--- src/rtl/fxp_alu_pipe.sv ---
// Pipelined saturating fixed-point ALU (signed two's-complement Q format) with a
// multiply-accumulate register and valid/ready handshakes on both sides.
//
// Ports:
//   clk, rst             clock (rising edge), asynchronous active-high reset
//   in_valid, in_ready   input handshake; a bundle transfers when both are high
//   op, a, b, shift      opcode, signed operands, shift/rotate amount
//   out_valid, out_ready output handshake; a result transfers when both are high
//   result, sat, err     result word, clamping flag, illegal-opcode flag
//
// Register ranks: s1 (operands), s2 (raw full-width result), s3 (accumulator
// update), output (round + saturate). A bundle accepted at edge N is presented
// after edge N+3. Any output stall freezes every rank.
module fxp_alu_pipe #(
    parameter int unsigned WIDTH     = 16,
    parameter int unsigned FRAC      = 15,
    parameter int unsigned SHIFT_W   = 4,
    parameter int unsigned ACC_GUARD = 8
) (
    input  logic               clk,
    input  logic               rst,
    input  logic               in_valid,
    output logic               in_ready,
    input  logic [3:0]         op,
    input  logic [WIDTH-1:0]   a,
    input  logic [WIDTH-1:0]   b,
    input  logic [SHIFT_W-1:0] shift,
    output logic               out_valid,
    input  logic               out_ready,
    output logic [WIDTH-1:0]   result,
    output logic               sat,
    output logic               err
);

    localparam int unsigned AW = 2 * WIDTH + ACC_GUARD;

    localparam logic [3:0] OpNop = 4'd0, OpAdd = 4'd1, OpSub = 4'd2, OpMul = 4'd3;
    localparam logic [3:0] OpMac = 4'd4, OpAccRdClr = 4'd5, OpShra = 4'd6, OpShla = 4'd7;
    localparam logic [3:0] OpAnd = 4'd8, OpOr = 4'd9, OpXor = 4'd10, OpRol = 4'd11;
    localparam logic [3:0] OpRor = 4'd12;

    localparam logic [WIDTH-1:0] WMax = {1'b0, {(WIDTH-1){1'b1}}};
    localparam logic [WIDTH-1:0] WMin = {1'b1, {(WIDTH-1){1'b0}}};
    localparam logic signed [AW:0] WMaxWide = {{(AW-WIDTH+2){1'b0}}, {(WIDTH-1){1'b1}}};
    localparam logic signed [AW:0] WMinWide = {{(AW-WIDTH+2){1'b1}}, {(WIDTH-1){1'b0}}};
    localparam logic [AW-1:0] AccMax = {1'b0, {(AW-1){1'b1}}};
    localparam logic [AW-1:0] AccMin = {1'b1, {(AW-1){1'b0}}};
    // Round-half-up bias; zero when there are no fractional bits.
    localparam logic signed [AW:0] Half =
        (FRAC == 0) ? {(AW+1){1'b0}} : ({{AW{1'b0}}, 1'b1} << (FRAC - 1));

    // Pass: take low WIDTH bits as-is. Sat: clamp only. Round: round, then clamp.
    typedef enum logic [1:0] {KindPass, KindSat, KindRound} kind_e;

    logic stall, adv;
    assign stall    = out_valid && !out_ready;
    assign adv      = !stall;
    assign in_ready = adv;

    // ---------------- S1: operand capture ----------------
    logic               s1_valid;
    logic [3:0]         s1_op;
    logic [WIDTH-1:0]   s1_a, s1_b;
    logic [SHIFT_W-1:0] s1_shift;

    always_ff @(posedge clk or posedge rst) begin
        if (rst) begin
            s1_valid <= 1'b0;
            s1_op    <= '0;
            s1_a     <= '0;
            s1_b     <= '0;
            s1_shift <= '0;
        end else if (adv) begin
            s1_valid <= in_valid;
            if (in_valid) begin
                s1_op    <= op;
                s1_a     <= a;
                s1_b     <= b;
                s1_shift <= shift;
            end
        end
    end

    // ---------------- S2: raw full-width result ----------------
    logic [31:0]             sh;
    logic signed [2*WIDTH-1:0] prod;
    logic signed [WIDTH:0]   sum;
    logic [2*WIDTH-1:0]      shl_full;
    logic                    shl_ovf;
    logic signed [AW-1:0]    s2_raw_d;
    kind_e                   s2_kind_d;
    logic                    s2_sat_d, s2_err_d;

    always_comb begin
        sh       = 32'(s1_shift) % WIDTH;
        prod     = $signed(s1_a) * $signed(s1_b);
        sum      = (s1_op == OpSub)
                 ? $signed({s1_a[WIDTH-1], s1_a}) - $signed({s1_b[WIDTH-1], s1_b})
                 : $signed({s1_a[WIDTH-1], s1_a}) + $signed({s1_b[WIDTH-1], s1_b});
        shl_full = {{WIDTH{s1_a[WIDTH-1]}}, s1_a} << sh;
        // Overflow when any bit above the result differs from the result sign.
        shl_ovf  = shl_full[2*WIDTH-1:WIDTH] != {WIDTH{shl_full[WIDTH-1]}};

        s2_raw_d  = '0;
        s2_kind_d = KindPass;
        s2_sat_d  = 1'b0;
        s2_err_d  = 1'b0;
        case (s1_op)
            OpNop: ;
            OpAdd, OpSub: begin
                s2_raw_d  = AW'(sum);
                s2_kind_d = KindSat;
            end
            OpMul, OpMac, OpAccRdClr: begin
                s2_raw_d  = AW'(prod);
                s2_kind_d = KindRound;
            end
            OpShra: s2_raw_d[WIDTH-1:0] = $signed(s1_a) >>> sh;
            OpShla: begin
                s2_raw_d[WIDTH-1:0] = shl_ovf ? (s1_a[WIDTH-1] ? WMin : WMax)
                                              : shl_full[WIDTH-1:0];
                s2_sat_d = shl_ovf;
            end
            OpAnd: s2_raw_d[WIDTH-1:0] = s1_a & s1_b;
            OpOr:  s2_raw_d[WIDTH-1:0] = s1_a | s1_b;
            OpXor: s2_raw_d[WIDTH-1:0] = s1_a ^ s1_b;
            OpRol: s2_raw_d[WIDTH-1:0] = (s1_a << sh) | (s1_a >> (WIDTH - sh));
            OpRor: s2_raw_d[WIDTH-1:0] = (s1_a >> sh) | (s1_a << (WIDTH - sh));
            default: s2_err_d = 1'b1;
        endcase
    end

    logic                 s2_valid;
    logic [3:0]           s2_op;
    logic signed [AW-1:0] s2_raw;
    kind_e                s2_kind;
    logic                 s2_sat, s2_err;

    always_ff @(posedge clk or posedge rst) begin
        if (rst) begin
            s2_valid <= 1'b0;
            s2_op    <= '0;
            s2_raw   <= '0;
            s2_kind  <= KindPass;
            s2_sat   <= 1'b0;
            s2_err   <= 1'b0;
        end else if (adv) begin
            s2_valid <= s1_valid;
            if (s1_valid) begin
                s2_op   <= s1_op;
                s2_raw  <= s2_raw_d;
                s2_kind <= s2_kind_d;
                s2_sat  <= s2_sat_d;
                s2_err  <= s2_err_d;
            end
        end
    end

    // ---------------- S3: accumulator ----------------
    logic signed [AW-1:0] acc_q;
    logic signed [AW:0]   acc_sum;
    logic                 acc_ovf;
    logic signed [AW-1:0] acc_new;
    logic signed [AW-1:0] s3_val_d;
    logic                 s3_sat_d;

    always_comb begin
        acc_sum  = $signed({acc_q[AW-1], acc_q}) + $signed({s2_raw[AW-1], s2_raw});
        acc_ovf  = acc_sum[AW] != acc_sum[AW-1];
        acc_new  = acc_ovf ? (acc_sum[AW] ? AccMin : AccMax) : acc_sum[AW-1:0];
        s3_val_d = s2_raw;
        s3_sat_d = s2_sat;
        if (s2_op == OpMac) begin
            s3_val_d = acc_new;
            s3_sat_d = acc_ovf;
        end else if (s2_op == OpAccRdClr) begin
            s3_val_d = acc_q;
        end
    end

    logic                 s3_valid;
    logic signed [AW-1:0] s3_val;
    kind_e                s3_kind;
    logic                 s3_sat, s3_err;

    always_ff @(posedge clk or posedge rst) begin
        if (rst) begin
            s3_valid <= 1'b0;
            s3_val   <= '0;
            s3_kind  <= KindPass;
            s3_sat   <= 1'b0;
            s3_err   <= 1'b0;
            acc_q    <= '0;
        end else if (adv) begin
            s3_valid <= s2_valid;
            if (s2_valid) begin
                s3_val  <= s3_val_d;
                s3_kind <= s2_kind;
                s3_sat  <= s3_sat_d;
                s3_err  <= s2_err;
                // Exactly one accumulator update per advancing bundle.
                if (s2_op == OpMac)      acc_q <= acc_new;
                if (s2_op == OpAccRdClr) acc_q <= '0;
            end
        end
    end

    // ---------------- Output: round and saturate ----------------
    logic signed [AW:0]  rnd, wide_v;
    logic [WIDTH-1:0]    res_d;
    logic                sat_d;

    always_comb begin
        rnd    = $signed({s3_val[AW-1], s3_val}) + Half;
        wide_v = (s3_kind == KindRound) ? (rnd >>> FRAC) : $signed({s3_val[AW-1], s3_val});
        res_d  = s3_val[WIDTH-1:0];
        sat_d  = s3_sat;
        if (s3_kind != KindPass) begin
            if (wide_v > WMaxWide) begin
                res_d = WMax;
                sat_d = 1'b1;
            end else if (wide_v < WMinWide) begin
                res_d = WMin;
                sat_d = 1'b1;
            end else begin
                res_d = wide_v[WIDTH-1:0];
            end
        end
    end

    always_ff @(posedge clk or posedge rst) begin
        if (rst) begin
            out_valid <= 1'b0;
            result    <= '0;
            sat       <= 1'b0;
            err       <= 1'b0;
        end else if (adv) begin
            out_valid <= s3_valid;
            if (s3_valid) begin
                result <= res_d;
                sat    <= sat_d;
                err    <= s3_err;
            end
        end
    end

endmodule

--- config.mk ---
export PLATFORM = sky130hd
export DESIGN_NAME = fxp_alu_pipe
export DESIGN_NICKNAME = d
export VERILOG_FILES = /design/src/rtl/fxp_alu_pipe.sv
export SDC_FILE = /design/constraint.sdc
export NUM_CORES = 2
export LEC_CHECK = 0
export CORE_UTILIZATION = 55
export DETAILED_ROUTE_END_ITERATION = 6
export DONT_BUFFER_PORTS = 1
export GPL_TIMING_DRIVEN = 0
export PLACE_DENSITY_LB_ADDON = 0.25
export SYNTH_ARGS = -nofsm -noshare
export SYNTH_HDL_FRONTEND = slang
export SYNTH_SLANG_ARGS = --single-unit
--- constraint.sdc ---
create_clock -name clk -period 9.9 [get_ports clk]
set_input_delay 0.99 -clock clk [delete_from_list [all_inputs] [get_ports clk]]
set_output_delay 0.99 -clock clk [all_outputs]
set_load 0.01 [all_outputs]
==> Word-level counts from Yosys, hierarchy flattened <==
Index checks and enable logic that the tools add are counted.
Widths: inputs -> output; s select.
{ "word_totals": {"n_memories": 0, "latch_bits": 0, "ram_bits": 0, "mem_bits_ro": 0, "in_bits": 44, "output_inout_bits": 20, "reg_bits": 194} }
{ "op_classes": {"reduce_logical": 14, "magnitude_cmp": 2, "n_mux": 22, "shifts": 6, "eq_ne": 17, "addsub": 5, "bitwise": 6, "div_mod_pow": 0, "mul": 1} }
{ "op_table": {"columns": ["operator", "count"], "rows": [
  ["$mux 40", 6],
  ["$pmux 16 s9", 1],
  ["$mux 16", 5],
  ["$or 16x16->16", 3],
  ["$pmux 24 s2", 1],
  ["$add 40x16->41 const B", 1],
  ["$add 40x40->41", 1],
  ["$gt 41x16->1 const B", 1],
  ["$lt 41x16->1 const B", 1],
  ["$mux 41", 1],
  ["$mul 16x16->32", 1],
  ["$shl 16x32->16", 1],
  ["$shl 32x4->32", 1],
  ["$shr 16x32->16", 1],
  ["$eq 4x3->1 const B", 6],
  ["$eq 4x4->1 const B", 5],
  ["$add 16x16->17", 1],
  ["$mux 17", 1],
  ["$sub 16x16->17", 1],
  ["$and 16x16->16", 1],
  ["$ne 16x16->1", 1],
  ["$shl 16x4->16", 1],
  ["$shr 16x4->16", 1],
  ["$sshr 16x4->16", 1],
  ["other kinds (18)", 29]
]} }

==> Depth between registers and ports, before layout <==
{ "logic_depth": {"depth_word": 6, "mapped_depth": 27} }

==> Least setup slack after synthesis <==
OpenSTA, ideal clock, no wires.
{ "synth_path": {"kind": "flip-flop to flip-flop", "startpoint": "reg s1_a[15]", "endpoint": "reg s2_raw[38]", "synth_period_minus_slack_ps": 7100, "setup_time_ps": 127, "slack_ps": 2800, "path_stages_with_launch": 23, "arrival_time_ps": 6974, "required_ps": 9773, "cell_sequence": "dfrtp_1 -> clkbuf_1 -> clkbuf_1 -> clkbuf_1 -> nand2_1 -> fa_1 -> inv_1 -> fa_1 -> fa_1 -> fa_1 -> fa_1 -> inv_1 -> fa_1 -> inv_1 -> ha_1 -> a21oi_1 -> o21ai_0 -> a31oi_1 -> o31ai_1 -> a31o_2 -> a221oi_1 -> xnor2_1 -> a311o_1"} }
{ "synth_between": {"elab_chain_len": 3} }
{ "synth_lines": {"columns": ["item", "line", "rtl"], "rows": [
  ["start, declared", "63", "logic [WIDTH-1:0] s1_a, s1_b;"],
  ["start signal, assigned", "70", "s1_a <= '0;"],
  ["start signal, assigned", "77", "s1_a <= a;"],
  ["branches (longest 2 deep; another with $mul 16x16->32)", null, null],
  ["$pmux 24 s2 *", "108", "case (s1_op)"],
  ["end signal, assigned", "151", "s2_raw <= s2_raw_d;"],
  ["end, declared", "135", "logic signed [AW-1:0] s2_raw;"]
]} }
Every way passes the cells marked *.
A chain may end at the register's enable or synchronous reset.

==> Final worst setup path <==
Ends and elaborated chain as after synthesis.

==> qor.yml <==
status: "completed"
postSynthAreaPerCell_um2: 8.34
die_w_um: 218
synth_fp_nets: 3556
timing.final.crit_share_pct: 96.0
layout-drive-gt1-share_pct: 4.80
first_global_vias: 24700
grt_pass1_wl_um: 151000
crit_slowest_cell: "fa_1"
area_growth_pct: 5.57
seq_area_frac_synth_pct: 18.2
final_antenna_net_count: 0
wl_per_cell_um: 26.4
r2r_start: "s1_a[15]"
clkTransAtPathRegs_ps: 80
dr.pass1.iters: 6
final_area_um2: 27000
synth_top_cell_area_share_pct: 20.6
fill_cells: 4090
synthTopCellsByCount: "inv_1, nand2_1, nor2_1"
crit_chain: "clkbuf_1 > clkbuf_1 > clkbuf_1 > nand2_1 > fa_1 > inv_1 > fa_1 > fa_1 > fa_1 > fa_1 > inv_1 > fa_1 > inv_1 > ha_1 > a21oi_1 > o21ai_0 > a31oi_1 > o31ai_1 > a31o_2 > a221oi_1 > xnor2_1 > a311o_1"
grt_max_degree: 101
die_area_um2: 47400
die_y_um: 218
cts_root_buffer: "clkbuf_16"
yosysWarnings: 0
io_pins: 64
antenna_found_initial: 12
core_um2: 45700
finClkSkew_ps: 18.4
layout_min_cycle_time_ps: 9500
gp_congestion: 1.03
place_area_um2: 26400
worstMarginPinSlew_ps: 1190
rsz0062_at_grt: "false"
setup_viol: 0
multi_input_area_um2: 18700
worstPathMaxFanout: 10
timing.fmax_ghz: 0.105
ys_ff_latch: 186
arrival_ps: 9870
io_buffers: 0
final_core_util_pct: 59.2
viasPerCell: 6.60
async_flop_share_pct: 100
nets: 3577
cp-start-kind: "register"
clk_path_buf_depth: 2
hpwlAfterDp_um: 79000
cp-end-kind: "register"
relSlewSlack_pct: 18.2
drt-total-wl_um: 98100
grt_usage_pct: 42.9
floorplan.initialDensity_pct: 56.1
startpoint: "s1_a[15]"
seq_area_um2: 4650
final_hold_viol_count: 0
cts.sink_count: 186
rows: 78
cp.required_ps: 10270
rrSetupSlack_ps: 400
maxCapViolCount: 0
cts_setup_buffers: 0
cts_hold_buffers: 0
synth.most_common_cell: "inv_1"
syn_area_um2: 25600
synthCells: 3072
cpPeakStageDelay_ps: 960
synth.largest_area_cell: "fa_1"
crit_type: "register to register"
grt.overflow.total: 0
hold_slack_ps: 426
final.setup.tns_ps: 0
cts_buffers: 17
yosys-top-cells-area: "fa_1, dfrtp_1, ha_1"
synth_edf_count: 0
num_vias: 24500
cts_tree: "built"
synth_ff_type: "dfrtp_1"
drt_iter0_drc: 3503
netlist-cell-type-count: 87
drc: 0
post_cts_resized: 0
cts_max_level: 4
slew_viol_final: 0
hold_class: "input port to async pin"
insertion_delay_ps: 500
critical_path.most_common_cell: "fa_1"
==> stage by stage <==
stage / worst slack [ps] / std cells
floorplan: 2800 / 3072
global placement: 816 / 3672
detailed placement: 728 / 3673
CTS: 668 / 3705
global route: 199 / 3707
finish: 398 / 3714
==> critical path, delay by kind of cell (launching register included) <==
family | cells | cell delay, ps
fa+ha+maj | 7 | 4050
buf+inv | 6 | 2350
compound gates | 7 | 1900
flops | 1 | 610
simple gates | 1 | 290
xor+xnor | 1 | 160
==> cells by family after synthesis <==
group                    synth area share [%]
buffers and inverters                    8.63
adder cells (fa/ha/maj)                  29.2
multiplexers                             5.41
XOR/XNOR                                 4.00
AND/OR/NAND/NOR                          15.7
AO/OA/AOI/OAI                            18.8
flip-flops                               18.2
==> layer usage <==
layer / part of all wire [%] / vias up / track usage, %
li1: - / 10500 / -
met2: 44 / 1565 / 64.8
met4: 5.5 / 6 / 21.9
met1: 39 / 12100 / 56.2
met5: 0.040 / - / 0
met3: 12 / 363 / 11.8
==> sequential cells by signal (all words and copies together), names as in the netlist, 2 cells and up <==
| signal | flops |
|---|---|
| acc_q | 40 |
| result | 16 |
| s1_a | 16 |
| s1_b | 16 |
| s1_op | 4 |
| s1_shift | 4 |
| s2_kind | 2 |
| s2_op | 4 |
| s2_raw | 32 |
| s3_kind | 2 |
| s3_val | 40 |
==> final timing paths <==
| path | cells after the start | end |
|---|---|---|
| setup / recovery | 22 | s2_raw[38] |
| hold / removal | 1 | result[4] |
| setup reg to reg | 22 | s2_raw[38] |
| hold reg to reg | 2 | s2_op[1] |
| max in group asynchronous | 2 | s1_shift[2] |
| min in group clk | 2 | s2_op[1] |
==> area by class of cell <==
cell class,count,share of cell area (%)
diodes,8,0.0741
plain buffers,183,2.69
clock buffers,17,1.57
clock inverters,15,0.703
inverters,395,5.51
multi-input cells,2308,69.3
flip-flops and latches,186,17.2
well taps,600,2.78
repair buffers,2,0.120
==> placed cells by master (no fill, tap or decap), types with 14 or more instances in the layout <==
master / synthesis / layout
a211oi_1: 45 / 45
a21oi_1: 207 / 207
o21a_1: 14 / 14
clkbuf_1: 151 / 151
mux2_2: 57 / 57
buf_1: 19 / 19
mux4_2: 17 / 17
nand2_1: 370 / 370
o31ai_1: 16 / 16
nor2b_1: 14 / 14
a211o_1: 30 / 30
a221o_1: 20 / 20
xnor2_1: 80 / 80
nand2b_1: 22 / 22
nor4_1: 14 / 14
clkbuf_16: 0 / 17
nand4_1: 16 / 16
o21ai_0: 127 / 127
and3_1: 17 / 17
nor2_1: 290 / 290
nor3_1: 38 / 38
and2_1: 16 / 16
dfrtp_1: 186 / 186
a31oi_1: 29 / 29
a21o_1: 56 / 56
xor2_1: 37 / 37
o211ai_1: 35 / 35
a221oi_1: 16 / 16
ha_1: 176 / 176
inv_1: 379 / 378
nand3_1: 71 / 71
fa_1: 264 / 264
mux2i_1: 36 / 36
a22oi_1: 15 / 15
Power is left out: the tool's default activity adds up to more than one toggle a clock period on the data nets, which glitch-free logic cannot reach.
